<file path="config.mk">
export PLATFORM = sky130hd
export DESIGN_NAME = maria_bus_arbiter
export DESIGN_NICKNAME = d
export VERILOG_FILES = /design/src/rtl/maria_arb_pkg.sv /design/src/rtl/arb_steal_counter.sv /design/src/rtl/maria_bus_arbiter.sv
export SDC_FILE = /design/constraint.sdc
export NUM_CORES = 1
export LEC_CHECK = 0
export CORE_ASPECT_RATIO = 2
export CORE_MARGIN = 10
export CORE_UTILIZATION = 40
export CTS_CLUSTER_DIAMETER = 30
export DETAILED_ROUTE_END_ITERATION = 10
export PLACE_DENSITY = 0.8
export SLEW_MARGIN = 25
export SYNTH_ARGS = -nofsm -noshare
export SYNTH_HDL_FRONTEND = slang
export SYNTH_SLANG_ARGS = --single-unit
</file>
<file path="constraint.sdc">
create_clock -name clk_sys -period 1.8 [get_ports clk_sys]
set_input_delay 0.36 -clock clk_sys [delete_from_list [all_inputs] [get_ports clk_sys]]
set_output_delay 0.36 -clock clk_sys [all_outputs]
set_load 0.005 [all_outputs]
</file>
<file path="src/rtl/maria_arb_pkg.sv">
// Shared types and defaults for the Sally/Maria bus arbiter.
package maria_arb_pkg;

  typedef enum logic [2:0] {
    IDLE,
    HALT_WAIT,
    SETTLE,
    GRANT,
    RELEASE
  } arb_state_t;

  localparam int DEF_HALT_SETTLE   = 2;
  localparam int DEF_RELEASE_GAP   = 1;
  localparam int DEF_WATCHDOG_MCLK = 1024;

  localparam logic [15:0] STEAL_SAT = 16'hFFFF;

  // Bits needed to hold values 0..n, never narrower than one bit.
  function automatic int bits_for(input int n);
    return (n < 1) ? 1 : $clog2(n + 1);
  endfunction

endpackage

</file>
<file path="src/rtl/arb_steal_counter.sv">
// Counts mclk0 strobes spent with the CPU halted; snapshots and restarts on vblank rise.
// Single-cycle update, no backpressure; a strobe on the vblank edge belongs to the new frame.
module arb_steal_counter
  import maria_arb_pkg::*;
(
  input  logic        clk_sys,
  input  logic        reset,
  input  logic        mclk0,
  input  logic        halt_n,
  input  logic        vblank,
  output logic [15:0] steal_count
);

  logic [15:0] acc;
  logic        vblank_q;
  logic        strobe;
  logic        rise;

  assign strobe = mclk0 & ~halt_n;
  assign rise   = vblank & ~vblank_q;

  always_ff @(posedge clk_sys) begin
    if (reset) begin
      acc         <= '0;
      vblank_q    <= 1'b0;
      steal_count <= '0;
    end else begin
      vblank_q <= vblank;
      if (rise) begin
        steal_count <= acc;
        acc         <= {15'd0, strobe};
      end else if (strobe && acc != STEAL_SAT) begin
        acc <= acc + 16'd1;
      end
    end
  end

endmodule

</file>
<file path="src/rtl/maria_bus_arbiter.sv">
// Sally/Maria bus arbiter: HALT handshake, settle, grant, release with watchdog; halt_n/dma_grant one clk after decision.
// No backpressure: dma_req is a held level; ARB_STEAL_STATS_EN adds steal_count statistics.
module maria_bus_arbiter
  import maria_arb_pkg::*;
#(
  parameter int HALT_SETTLE   = DEF_HALT_SETTLE,
  parameter int RELEASE_GAP   = DEF_RELEASE_GAP,
  parameter int WATCHDOG_MCLK = DEF_WATCHDOG_MCLK
) (
  input  logic        clk_sys,
  input  logic        reset,
  input  logic        mclk0,
  input  logic        pclk1,
  input  logic        maria_en,
  input  logic        dma_req,
  input  logic        dma_done,
  input  logic [15:0] dma_addr,
  input  logic [15:0] cpu_addr,
  input  logic        vblank,
  output logic        halt_n,
  output logic        dma_grant,
  output logic        drive_ab,
  output logic [15:0] ab_out,
  output logic        wd_error,
  output logic        busy
`ifdef ARB_STEAL_STATS_EN
  ,
  output logic [15:0] steal_count
`endif
);

  localparam int CW = bits_for((HALT_SETTLE > RELEASE_GAP) ? HALT_SETTLE : RELEASE_GAP);
  localparam int WW = bits_for(WATCHDOG_MCLK);

  localparam logic [CW-1:0] SETTLE_LOAD  = CW'(HALT_SETTLE);
  localparam logic [CW-1:0] RELEASE_LOAD = CW'(RELEASE_GAP);
  localparam logic [WW-1:0] WD_LIMIT     = WW'(WATCHDOG_MCLK);

  arb_state_t    state, state_nxt;
  logic [CW-1:0] cnt, cnt_nxt;
  logic [WW-1:0] wd, wd_nxt;
  logic          wd_error_nxt;

  always_comb begin
    state_nxt    = state;
    cnt_nxt      = cnt;
    wd_nxt       = '0;
    wd_error_nxt = wd_error;
    case (state)
      IDLE: begin
        if (dma_req && maria_en) state_nxt = HALT_WAIT;
      end
      HALT_WAIT: begin
        if (pclk1) begin
          state_nxt = SETTLE;
          cnt_nxt   = SETTLE_LOAD;
        end
      end
      SETTLE: begin
        if (cnt == '0)  state_nxt = GRANT;
        else if (mclk0) cnt_nxt   = cnt - CW'(1);
      end
      GRANT: begin
        wd_nxt = wd;
        if (mclk0 && wd != WD_LIMIT) wd_nxt = wd + WW'(1);
        // A done arriving together with the watchdog limit is a clean finish.
        if (dma_done) begin
          state_nxt = RELEASE;
          cnt_nxt   = RELEASE_LOAD;
        end else if (wd == WD_LIMIT) begin
          state_nxt    = RELEASE;
          cnt_nxt      = RELEASE_LOAD;
          wd_error_nxt = 1'b1;
        end
      end
      RELEASE: begin
        if (cnt == '0)  state_nxt = IDLE;
        else if (mclk0) cnt_nxt   = cnt - CW'(1);
      end
      default: state_nxt = IDLE;
    endcase
    if (!maria_en) state_nxt = IDLE;
  end

  always_ff @(posedge clk_sys) begin
    if (reset) begin
      state     <= IDLE;
      cnt       <= '0;
      wd        <= '0;
      halt_n    <= 1'b1;
      dma_grant <= 1'b0;
      wd_error  <= 1'b0;
    end else begin
      state     <= state_nxt;
      cnt       <= cnt_nxt;
      wd        <= wd_nxt;
      halt_n    <= (state_nxt == IDLE);
      dma_grant <= (state_nxt == GRANT);
      wd_error  <= wd_error_nxt;
    end
  end

  assign busy     = (state != IDLE);
  assign drive_ab = dma_grant & maria_en;
  assign ab_out   = dma_grant ? dma_addr : cpu_addr;

`ifdef ARB_STEAL_STATS_EN
  arb_steal_counter u_steal (
    .clk_sys     (clk_sys),
    .reset       (reset),
    .mclk0       (mclk0),
    .halt_n      (halt_n),
    .vblank      (vblank),
    .steal_count (steal_count)
  );
`else
  logic vblank_unused;
  assign vblank_unused = vblank;
`endif

endmodule

</file>
==> summary.md, run 1 <==
| Metric | Value |
|---|---|
| Max Cap Violations | `0` |
| Vias in the first global route | `1391` |
| Synth Warn # | `0` |
| Final period utilization | `0.984` |
| Critical Path Start Type | `register` |
| Leakage | `0.811 nW` |
| Arrival time at the worst endpoint | `1.89 ns` |
| Critical path type | `register to register` |
| Clock Power Share | `0.324` |
| Placed cells | `236` |
| NetSw | `190 uW` |
| Commonest cells in the synthesized netlist | `dfxtp_1 (19), mux2_2 (16), nor2_1 (12)` |
| Mapped Cells | `141` |
| Number of DRC markers in iteration 0 | `21` |
| DRT Pass-1 Iters | `4` |
| CTS sink cnt | `19` |
| Post-route DRC | `0` |
| Top post-synthesis cells by area | `dfxtp_1 (30%), mux2_2 (14%), a21oi_1 (4.0%), nor2_1 (3.6%), ha_1 (3.0%)` |
| Outcome | `completed` |
| Fin crit period | `1.77 ns` |
| Largest net degree at the start of global routing | `18` |
| Via count | `1393` |
| F_max | `564 MHz` |
| Clock transition at path regs | `0.07 ns` |
| Synth Area in Compound Gates | `0.165` |
| Critical Path End Type | `register` |
| Final GP Congestion | `0.804` |
| Avg Vias per Cell | `5.76` |
| Int Power | `708 uW` |
| Slew @ Worst Pin | `0.468 ns` |
| Root Buffer | `clkbuf_8` |
| Post-synth EDFFs | `0` |
| Final Hold Violating Endpoints | `0` |
| Ys flop type | `dfxtp_1` |
| Flop2flop setup slack | `0.03 ns` |
| Initial antenna violation count | `0` |
| WL final | `4.49 mm` |
| Initial Utilization | `0.421` |
| Post-synthesis simple-gate area fraction | `0.245` |
| Slowest stage delay, CP | `0.42 ns` |
| Sequential share of power | `0.472` |
| Main combinational cell family by area after synthesis | `simple AND/OR/NAND/NOR gates` |
| Clk_lat worst skew | `0.25 ns` |
| Final TNS setup | `0 ns` |
| VDD IR max | `448 uV` |
| Num rows | `28` |
| Yosys top cell by area | `dfxtp_1` |
| Pwr dens | `448 nW/um^2` |
| Nets@finish | `256` |
| Post-Syn Area | `1250 um^2` |
| Finished Layout Cells | `242` |
| Critical Path RT | `1.91 ns` |
| Mux share of post-synthesis cell area | `0.168` |
| Wire per inst | `18.6 um` |
| Combinational fraction of design power | `0.203` |
| # diodes | `0` |
| CTS tree | `done` |
| Slew HR | `0.685` |
| Die Area | `5910 um^2` |
| Sw frac | `0.212` |
| Share of the synthesized area in the top cell type | `0.303` |
| HP Class | `register to register` |
| Xor and xnor area share after synthesis | `0.0419` |
| Share of cells above drive strength 1 | `0.198` |
| Critical path cell sequence | `inv_1, ha_1, and4bb_1, a31o_4, o311ai_0, o41ai_1` |
| Cts bufs inserted | `3` |
| Input/output buffers | `59` |
| Avg Cell Area, Syn | `8.89 um^2` |
| First-pass GRT wire length | `6.77 mm` |
| Die X | `59.6 um` |
| Final Max Tran Viols | `0` |
| Grt total ovfl | `0` |
| Total power | `898 uW` |
| Post-Synth Adder-Cell Area | `0.0299` |
| Ports | `61` |
| Hold buffer count at cts | `0` |
| Syn nets | `184` |
| Register bit total from synthesis | `19` |
| Peak fanout along the critical path | `5` |
| Detail Route Antenna Nets | `0` |
| Post-layout worst setup margin | `0.0283 ns` |
| Hold slack | `0.478 ns` |
| Gr usage total | `0.141` |
| Detailed placement HPWL | `3.65 mm` |
| Die height | `99.2 um` |
| Async SR Flop Fraction | `0` |
| Post-Place Worst Slack | `-0.0916 ns` |
| Slowest-stage cell, CP | `o311ai_0` |
| Unrepaired setup endpoints after global routing | `no` |
| Core area | `2980 um^2` |
| Sequential element share of the synthesized area | `0.303` |
| Fin Clk Skew | `0.00208 ns` |
| Count leader, synth | `dfxtp_1` |
| Setup Viol. Count Final | `0` |
| Layout area overhead | `60.0%` |
| Htree depth | `1` |
| Clock Tree Buf Depth | `2` |
| Post-synth cell types | `44` |
flip-flops by register name, indices dropped and copies added (netlist names):
signal,flops
wd,11
wd_error,1
cnt,2
state,3
dma_grant,1
halt_n,1
area by class of cell:
class                   instances  area (um^2)
well taps                      30         37.5
flip-flops and latches         19          384
repair buffers                 73          699
clock buffers                   4         45.0
inverters                       7         26.3
multi-input cells             109          813
fillers                       258          972
cell families after synthesis:
family          count (synthesis)
flops                          19
mux                            19
xor+xnor                        6
fa+ha+maj                       3
compound gates                 29
simple gates                   52
buf+inv                        13
power groups by stage:
stage	registers, mW	logic [mW]	clock network (mW)
2_1_floorplan	0.435	0.0497	0
3_3_place_gp	0.435	0.194	0
3_5_place_dp	0.435	0.199	0
4_1_cts	0.425	0.185	0.294
5_1_grt	0.424	0.198	0.314
6_report	0.424	0.182	0.291
cell usage in the layout, fill, tap and decap left out, types with 6 or more instances in the layout:
cell              n
a21oi_1          10
buf_4            12
clkdlybuf4s50_1  41
dfxtp_1          18
dlygate4sd2_1    17
inv_1             7
mux2_2           16
nand2_1           7
nor2_1           12
o21ai_0           6
worst paths after layout:
check | from | endpoint | cells after the start
worst max-delay path | wd[0]$_SDFFE_PP0P_ | wd[6]$_SDFFE_PP0P_ | 6
worst min-delay path | wd_error$_SDFFE_PP0P_ | wd_error$_SDFFE_PP0P_ | 2
worst max register to register | wd[0]$_SDFFE_PP0P_ | wd[6]$_SDFFE_PP0P_ | 6
worst min register to register | wd_error$_SDFFE_PP0P_ | wd_error$_SDFFE_PP0P_ | 2
layer usage:
metal	share of wire	wire length, um	track usage	vias to the layer above
met5	0	0	0	-
met1	0.37	1660	0.139	643
met3	0.12	521	0.0510	7
li1	-	-	-	653
met2	0.50	2240	0.257	90
met4	0.016	70	0.0469	0
worst max-delay path: cells and delay by family (launching register included):
family	cells	cell delay (ns)
simple gates	1	0.23
fa+ha+maj	1	0.18
flops	1	0.33
compound gates	3	0.86
buf+inv	1	0.04
through the flow:
stage	utilization	cell area, um^2
final	0.674	2010
after global routing	0.674	2010
after CTS	0.666	1980
after detailed placement	0.655	1950
after global placement	0.655	1950
after floorplan	-	1250
timing repair:
item                       in CTS  in global routing
pin swaps                       0                  0
gates resized for setup        20                  2
setup buffers                   1                  0
setup endpoints to repair      18                  1
cloned                          0                  1
Note: power is estimated with default switching activity, not from simulation.
==> run 2, diff against run 1 <==
- CORE_ASPECT_RATIO: 2 -> 1.5
==> run 2 against run 1 <==
- combinational power increased by 2%
- largest cell class unchanged
- sequential share of layout area shrank 0.15 points
- hold slack got worse by 0.0027 ns
- cell area increased by 1.1%
- clock power rose by 1%
- final cell count is 4.1% higher
==> summary.md, run 2 (synthesis results as in run 1) <==
| Metric | Value |
|---|---|
| Outcome | `completed` |
| Slew HR | `0.687` |
| Num rows | `24` |
| Fin Clk Skew | `0.00300 ns` |
| Largest net degree at the start of global routing | `12` |
| GR Util met3 | `0.0570` |
| Gr usage total | `0.153` |
| Max reg flops | `11` |
| Input/output buffers | `59` |
| Reg-to-reg startpoint | `wd[1]$_SDFFE_PP0P_` |
| Clock Tree Buf Depth | `2` |
| Root Buffer | `clkbuf_8` |
| Die X | `65.7 um` |
| Ports | `61` |
| DRT Pass-1 Iters | `4` |
| Met1 Use GR | `0.152` |
| Wire per inst | `17.9 um` |
| First-pass GRT wire length | `7.13 mm` |
| Die Area | `5820 um^2` |
| Layout area overhead | `61.8%` |
| Total power | `905 uW` |
| Top Registers | `wd x11, state x3, cnt x2` |
| Critical Path RT | `1.44 ns` |
| Largest Register | `wd` |
| Initial Utilization | `0.422` |
| Post-DP Area | `1950 um^2` |
| Leakage | `0.814 nW` |
| Core area | `2970 um^2` |
| Htree depth | `1` |
| Pwr dens | `446 nW/um^2` |
| Clock transition at path regs | `0.07 ns` |
| Fillers | `224` |
| Grt total ovfl | `0` |
| Setup crit start | `dma_grant$_SDFF_PP0_` |
| Final Max Tran Viols | `0` |
| Die height | `88.6 um` |
| Fin crit period | `1.77 ns` |
| Hold path start | `wd_error$_SDFFE_PP0P_` |
| Final period utilization | `0.982` |
| Detailed placement HPWL | `3.69 mm` |
| HP Class | `register to register` |
| Met2 Use GR | `0.287` |
| Max Cap Violations | `0` |
| # diodes | `0` |
| Peak fanout along the critical path | `6` |
| Critical Path Start Type | `register` |
| Avg Vias per Cell | `5.40` |
| WL final | `4.51 mm` |
| CTS sink cnt | `19` |
| Final Hold Violating Endpoints | `0` |
| Most frequent cells in the layout | `clkdlybuf4s50_1 (41), dfxtp_1 (17), mux2_2 (16), nor2_1 (12), buf_4 (12)` |
| Design Area, Final | `2030 um^2` |
| Arrival time at the worst endpoint | `1.41 ns` |
| Layer with the highest usage | `met2` |
| F_max | `566 MHz` |
| Hold buffer count at cts | `0` |
| Vias in the first global route | `1467` |
| Share of cells above drive strength 1 | `0.235` |
| VDD IR max | `547 uV` |
| Cts bufs inserted | `3` |
| Clk_lat worst skew | `0.26 ns` |
| Nets@finish | `257` |
| Slew @ Worst Pin | `0.466 ns` |
| Final GP Congestion | `0.872` |
| Critical Path End Type | `primary output` |
| CTS tree | `done` |
| Commonest non-fill, non-tap cell in the layout | `clkdlybuf4s50_1` |
| Setup Viol. Count Final | `0` |
| Initial antenna violation count | `0` |
| Unrepaired setup endpoints after global routing | `no` |
| Detail Route Antenna Nets | `0` |
| Number of DRC markers in iteration 0 | `56` |
| Via count | `1361` |
| Critical path type | `register to primary output` |
| Layout Utilization | `0.682` |
| Post-route DRC | `0` |
[run 2: what timing repair did]
item	in CTS	in global routing
setup buffers	3	0
setup endpoints to repair	18	9
gates cloned	0	1
gates resized for setup	27	10
[run 2: final cells by class]
cell class | count | area, um^2 | area share
multi-input cells | 109 | 821 | 0.405
inverters | 7 | 26.3 | 0.0130
clock buffers | 3 | 41.3 | 0.0204
well taps | 39 | 48.8 | 0.0241
repair buffers | 74 | 701 | 0.345
flip-flops and latches | 19 | 385 | 0.190
clock inverters | 1 | 5.00 | 0.00247
[run 2: path summary, 6_finish.rpt]
kind	endpoint	slack, ns	depth (start not counted)
max	ab_out[13]	0.03	4
min	wd_error$_SDFFE_PP0P_	0.48	2
max reg2reg	wd[6]$_SDFFE_PP0P_	0.10	6
min reg2reg	wd_error$_SDFFE_PP0P_	0.48	2
[run 2: routing by layer]
layer	share of wire	vias to the layer above	routed length, um
li1	-	655	-
met1	0.38	628	1700
met2	0.50	71	2240
met3	0.11	7	510
met4	0.013	0	57
met5	0	-	0
[run 2: metrics by stage]
stage	TNS (ns)	setup slack, ns	std cells	hold slack, ns
finish	0	0.0323	252	0.475
detailed placement	-0.797	-0.0750	244	0.465
global route	0	0.00245	252	0.537
CTS	0	0.00365	251	0.481
global placement	-0.593	-0.0530	244	0.463
floorplan	0	0.199	141	0.432
[run 2: critical path, stage by stage, from the launching register on]
cell	delay (ns)
dfxtp_4	0.37
buf_12	0.12
buf_6	0.11
mux2_2	0.33
clkdlybuf4s15_1	0.22
[run 2: power breakdown]
group	switching, mW	internal (mW)	leakage [nW]
logic	0.0576	0.128	0.634
registers	0.00224	0.422	0.155
clock network	0.141	0.154	0.0255
total	0.201	0.704	0.814
